$ cat config.mk
export PLATFORM = sky130hd
export DESIGN_NAME = hold_timer
export DESIGN_NICKNAME = d
export VERILOG_FILES = /design/src/rtl/hold_timer.sv
export SDC_FILE = /design/constraint.sdc
export NUM_CORES = 1
export LEC_CHECK = 0
export ABC_CLOCK_PERIOD_IN_PS = 2700
export CELL_PAD_IN_SITES_DETAIL_PLACEMENT = 0
export CELL_PAD_IN_SITES_GLOBAL_PLACEMENT = 1
export CORE_AREA = 2 2 39 41
export CTS_BUF_LIST = sky130_fd_sc_hd__clkbuf_4 sky130_fd_sc_hd__clkbuf_8 sky130_fd_sc_hd__clkbuf_16
export DETAILED_ROUTE_END_ITERATION = 10
export DIE_AREA = 0 0 41 43
export GPL_TIMING_DRIVEN = 0
export PLACE_DENSITY = 0.4
export SLEW_MARGIN = 40
export SYNTH_ARGS = -nofsm -noshare
export SYNTH_HDL_FRONTEND = slang
export SYNTH_SLANG_ARGS = --single-unit
$ cat constraint.sdc
create_clock -name clk -period 2.7 [get_ports clk]
set_input_delay 0.27 -clock clk [delete_from_list [all_inputs] [get_ports clk]]
set_output_delay 0.27 -clock clk [all_outputs]
set_load 0.02 [all_outputs]
$ cat src/rtl/hold_timer.sv
// Down-counter that times how long each stimulus vector is held.
// Latency: expire asserts HOLD_CYCLES-1 enabled cycles after load (same cycle when HOLD_CYCLES=1).
// Backpressure: none; counts whenever enabled.
module hold_timer #(
    parameter int unsigned HOLD_CYCLES = 10,
    localparam int unsigned CW = (HOLD_CYCLES > 1) ? $clog2(HOLD_CYCLES) : 1
) (
    input  logic clk,
    input  logic rst,
    input  logic load,
    input  logic en,
    output logic expire
);

    logic [CW-1:0] cnt;

    // Reload to HOLD_CYCLES-1 at the start of each vector, then count down to zero.
    always_ff @(posedge clk) begin
        if (rst) begin
            cnt <= '0;
        end else if (load) begin
            cnt <= CW'(HOLD_CYCLES - 1);
        end else if (en && (cnt != '0)) begin
            cnt <= cnt - 1'b1;
        end
    end

    // Zero remaining means this is the last hold cycle of the current vector.
    assign expire = en && (cnt == '0);

endmodule

# After elaboration in Yosys (flattened, before gate mapping)

Index checks and enable logic that the tools add are counted.

Register bits: 4
Logic and storage cells: 11

Add/subtract/negate cells: 1
Multiplexer cells: 2
Reductions and logical operators: 6

Operator list:

| operator                                                            | count |
|---|---|
| 4-bit two-way mux                                                   | 2 |
| 4-bit zero test                                                     | 1 |
| 4-bit nonzero test                                                  | 1 |
| 4-bit by 1-bit subtractor with 4-bit output (second input constant) | 1 |
| 1-bit logical AND                                                   | 2 |
| 2-bit nonzero test                                                  | 1 |
| 2-bit OR reduction                                                  | 1 |

# Longest topological paths before layout

Gate-level depths: netlist of the first run.

Word-level depth: 4
Mapped depth: 5
Depth with buffers taken out: 5

# Worst setup path before layout of the first run

Ideal clock, no wire load.

Kind: register to output
Start: register cnt[0]
End: output expire
Arrival time: 1085 ps
Slack: 1345 ps
Cell stages (with the launch flop): 5
Buffers on the path: 0
Cells stage by stage: dfxtp_1 -> inv_1 -> ha_1 -> nand2_1 -> nor3_1

Cells in the longest elaborated chain, start to end: 2

Ends and longest elaborated chain:

| element                | line | text |
|---|---|---|
| start, declared        | 15   | `logic [CW-1:0] cnt;` |
| start signal, assigned | 22   | `cnt <= CW'(HOLD_CYCLES - 1);` |
| start signal, assigned | 24   | `cnt <= cnt - 1'b1;` |
| 4-bit zero test        | 29   | `assign expire = en && (cnt == '0);` |
| 1-bit logical AND      | 29   |  |
| end, declared          | 12   | `output logic expire` |

No other way between the ends.

# Worst setup path after layout of the first run

Ends and elaborated chain as after synthesis.

==> results.toml, run 1 <==
[run_status]
status = "complete, no violations"

[logic_synthesis]
syn_area_per_cell_sq_um = 8.95
synthSimpleGateAreaFrac = 0.317
synth_top_family_by_area = "simple AND/OR/NAND/NOR gates"
ys_warn_count = 0
synthMuxAreaShare = 0.0430
ys_seq_area_frac = 0.344
synthesis.nets = 31
post_synth_num_cell_types = 16
synthCells = 26
ys_ff_latch = 4
synth.area.top_cells = "dfxtp_1, a21oi_1, a2111oi_2, inv_1, nor4b_2"
synth_adder_area_share = 0.0538
synth_top_area_frac = 0.344
synth.cell_area_sq_um = 233
synth.largest_area_cell = "dfxtp_1"
synthXorXnorAreaFrac = 0
synth-compound-area-share = 0.177

[clock_network]
cts_htree_levels = 1
clock_sinks = 4
numCtsBuffers = 3
cts_buffer_depth = 2
cts_hold_buf = 0
cts_resized = 0
post_cts_buffers = 0
cts_tree = "done"
clkLatencyLatePin_ns = 0.23
ctsRootBufferMaster = "clkbuf_4"
path_clk_slew_ns = 0.04

[place]
placed_cells_incl_taps = 46
gp_congestion = 0.664
place.port_buffers = 4
post-dp-hpwl_um = 406

[floorplan]
core_area_sq_mm = 0.00138
dieArea_sq_mm = 0.00176
die_y_um = 43
rows = 14
start_util = 0.168
dieWidth_um = 41
io_pins = 5

[worst_setup_path]
crit_path_start_kind = "flip-flop"
crit_chain = "inv_1 > ha_1 > nand2_1 > nor3_1 > clkdlybuf4s50_1"
arrival_ns = 1.71
cp_max_fo = 5
cpMaxStageDelayCell = "clkdlybuf4s50_1"
required_ns = 2.43
cp_top_family = "buffers and inverters"
crit_path_end_kind = "output pin"
slowest_delay_ns = 0.63
path_class = "flip-flop to output pin"
cp_num_buf_inv = 2

[sta]
fin_setup_tns_ns = 0
rsz0062_at_grt = "false"
skew_ns = 0.00610
hold_viol = 0
worst_slew_pin_slew_ns = 0.256
finalMaxSlewViolations = 0
min_period_over_period = 0.733
fmax_mhz = 505
slew_headroom = 0.829
setup_violations = 0
period_minus_slack_ns = 1.98

[global_routing]
grt_pass1_vias = 229
grt_pass1_wl_um = 931
antenna_found_initial = 0
grt_max_degree = 7
grt_overflow = 0
track_usage = 0.0853

[detailed_routing]
vias = 217
first_pass_iters = 2
viasPerCell = 4.43
drt_iter0_markers = 5
post_drt_wl_per_cell_um = 10.4
drt_wl_total_um = 509
drc = 0
ant_nets = 0

[finish]
antenna_cells = 0
n_fill_cell = 153
largest_reg_flops = 4
top_register = "cnt"
stdcell_count = 49
area_delta_synth_final_pct = 35.5
layout-drive-gt1-share = 0.212
top_regs = "cnt (4)"
final_cell_mix = "inv_1, dfxtp_1, clkdlybuf4s50_1, a21oi_1, clkbuf_4"
final_nets = 40

[power_and_ir_drop]
p_leak_nw = 0.124
peakVddDrop_uv = 189
power_density_mw_per_mm2 = 564

[flow_run]
cap_violations = 0

[hold_path]
min_path_type = "flip-flop to flip-flop"
power breakdown:
| group | switching (mW) | leakage [nW] | internal, mW | total [mW] |
|---|---|---|---|---|
| Combinational | 0.0178 | 0.0774 | 0.0189 | 0.0367 |
| Sequential | 0.00477 | 0.0330 | 0.0633 | 0.0681 |
| Clock | 0.0235 | 0.0138 | 0.0496 | 0.0731 |
| Total | 0.0461 | 0.124 | 0.132 | 0.178 |
cells by family (layout without fill, tap and decap cells):
logic type | Yosys count | after routing
AND/OR/NAND/NOR | 10 | 10
adder cells (fa/ha/maj) | 1 | 1
AO/OA/AOI/OAI | 6 | 6
multiplexers | 1 | 1
flip-flops | 4 | 4
buffers and inverters | 4 | 11
Yosys cell counts (all sizes together):
cell type,n
dfxtp,4
inv,4
a21oi,3
nor2,2
nor3,2
a2111oi,1
a31oi,1
and4b,1
ha,1
mux2i,1
nand2,1
nand3,1
nor3b,1
nor4b,1
o21ai,1
or3b,1
metal layers:
| metal | vias up | track usage | wire, um |
|---|---|---|---|
| li1 | 111 | - | - |
| met1 | 101 | 0.0997 | 260 |
| met2 | 5 | 0.103 | 233 |
| met3 | 0 | 0.0471 | 16 |
| met4 | 0 | 0.0800 | 0 |
| met5 | - | 0 | 0 |
stage by stage:
step	hold slack (ns)	instance area, sq um	worst slack (ns)	power, mW	util
after floorplan	0.339	233	1.34	0.0915	-
after global placement	0.535	293	0.745	0.105	0.212
after CTS	0.556	315	0.708	0.182	0.228
final	0.556	315	0.720	0.178	0.228
after detailed placement	0.548	293	0.727	0.106	0.212
after global routing	0.624	315	0.616	0.189	0.228
worst paths after layout:
path	from	end	slack, ns	depth (start not counted)
worst min register to register	cnt[0]	cnt[0]	0.56	2
worst max register to register	cnt[0]	cnt[1]	1.31	5
worst min-delay path	cnt[0]	cnt[0]	0.56	2
worst max-delay path	cnt[0]	expire	0.72	5
area by class of cell:
cell class,instances,area (sq um),share of cell area
inverter,4,15.0,0.0476
tap,16,20.0,0.0635
timing repair buffer,4,40.0,0.127
multi-input combinational,18,138,0.437
clock buffer,3,22.5,0.0714
sequential,4,80.1,0.254
worst reg2reg max path: cells and delay by family (launching register included):
kind	cells	cell delay, ns
compound gates	2	0.27
fa+ha+maj	1	0.21
buf+inv	1	0.08
simple gates	1	0.38
flops	1	0.33
No activity file was read; power rests on OpenSTA's default activity.
==> run 2: changes to the inputs <==
- ABC_CLOCK_PERIOD_IN_PS: 2700 -> 1700
- PLACE_DENSITY: 0.4 -> 0.41
- clock period: 2.7 -> 1.7 ns (I/O delays scaled with it)
==> run 2 against run 1 <==
  * Clock power increased by 55%
  * Core utilization decreased by 0.090 points
  * Sequential cell count unchanged
  * Sequential share of layout area increased by 0.10 points
  * Highest routed layer unchanged
  * Sequential power increased by 59%
  * Critical path type unchanged
  * Clock-buffer cell count unchanged
  * Power increased by 55%
==> results.toml, run 2 (synthesis gave the netlist of run 1 again) <==
[place]
post-dp-hpwl_um = 375
placed_cells_incl_taps = 46
place_area_sq_um = 293
pre_cts_ws_ns = -0.0700
place.port_buffers = 4
gp_congestion = 0.610

[run_status]
status = "complete, no violations"

[clock_network]
cts_htree_levels = 1
cts_resized = 1
path_clk_slew_ns = 0.04
cts_tree = "done"
cts_hold_buf = 0
clkLatencyLatePin_ns = 0.23
cts_buffer_depth = 2
clock_sinks = 4
numCtsBuffers = 3
post_cts_buffers = 0
ctsRootBufferMaster = "clkbuf_4"

[finish]
layout-drive-gt1-share = 0.212
top_regs = "cnt (4)"
area_delta_synth_final_pct = 34.9
finish.instance_area_sq_um = 314
n_fill_cell = 164
final_nets = 40
ff_latch_area_sq_um = 80.1
final_cell_mix = "inv_1, dfxtp_1, a21oi_1, clkbuf_4, clkdlybuf4s50_1"
largest_reg_flops = 4
multi_input_comb_area_sq_um = 138
top_register = "cnt"
stdcell_count = 49
antenna_cells = 0

[sta]
finalMaxSlewViolations = 0
setup_violations = 0
period_minus_slack_ns = 1.57
worst_slack_ns = 0.131
rsz0062_at_grt = "false"
fin_setup_tns_ns = 0
fmax_mhz = 637
hold_viol = 0
worst_slew_pin_slew_ns = 0.243
skew_ns = 0.00262
slew_headroom = 0.838
min_period_over_period = 0.923

[global_routing]
grt_pass1_wl_um = 745
grt_max_degree = 7
antenna_found_initial = 0
grt_overflow = 0
track_usage = 0.0652
grt_pass1_vias = 189

[worst_setup_path]
arrival_ns = 1.40
required_ns = 1.53
crit_path_end_kind = "output pin"
cp_max_fo = 5
path_class = "flip-flop to output pin"
crit_path_start_kind = "flip-flop"

[floorplan]
io_pins = 5
dieArea_sq_mm = 0.00176
core_area_sq_mm = 0.00138
die_y_um = 43
start_util = 0.168
dieWidth_um = 41
rows = 14

[power_and_ir_drop]
p_leak_nw = 0.128
power_density_mw_per_mm2 = 880
totalPowerFinal_uw = 276
peakVddDrop_uv = 317

[flow_run]
cap_violations = 0

[detailed_routing]
first_pass_iters = 2
vias = 205
drc = 0
drt_iter0_markers = 1
ant_nets = 0
post_drt_wl_per_cell_um = 9.49
viasPerCell = 4.18
drt_wl_total_um = 465

[hold_path]
min_path_type = "flip-flop to flip-flop"
-- run 2: through the flow --
stage	hold WS [ns]	util
2_1_floorplan	0.239	-
3_3_place_gp	0.542	0.212
3_5_place_dp	0.539	0.212
4_1_cts	0.553	0.227
5_1_grt	0.577	0.227
6_report	0.546	0.227
-- run 2: worst max-delay path: stages (launching register included) --
cell           delay (ns)
dfxtp_1              0.32
inv_1                0.08
ha_1                 0.21
nand2_1              0.08
nor3_1               0.12
dlygate4sd2_1        0.35
-- run 2: power by group --
group / internal [mW] / switching (mW)
registers: 0.101 / 0.00700
clock network: 0.0786 / 0.0344
logic: 0.0285 / 0.0273
-- run 2: final cells by class --
| type | instances | share of cell area |
|---|---|---|
| inverters | 4 | 0.0478 |
| repair buffers | 4 | 0.124 |
| flip-flops and latches | 4 | 0.255 |
| well taps | 16 | 0.0637 |
| multi-input cells | 18 | 0.438 |
| clock buffers | 3 | 0.0717 |
-- run 2: per-layer routing --
layer  part of all wire  track usage  up-vias  wire length, um
met5                  0            0        -                0
li1                   -            -      109                -
met2               0.46       0.0875        4              216
met4                  0       0.0600        0                0
met1               0.51       0.0801       92              235
met3              0.028       0.0157        0               13
-- run 2: worst paths after layout --
path | startpoint | endpoint | slack [ns] | depth (start not counted)
max | cnt[0] | expire | 0.13 | 5
min reg2reg | cnt[0] | cnt[0] | 0.55 | 2
max reg2reg | cnt[0] | cnt[1] | 0.32 | 5
min | cnt[0] | cnt[0] | 0.55 | 2
==> run 3: changes to the inputs <==
- SLEW_MARGIN: 40 -> unset
==> results of run 3 <==
Same layout as run 2: the final DEF is identical, and so are final timing and power.
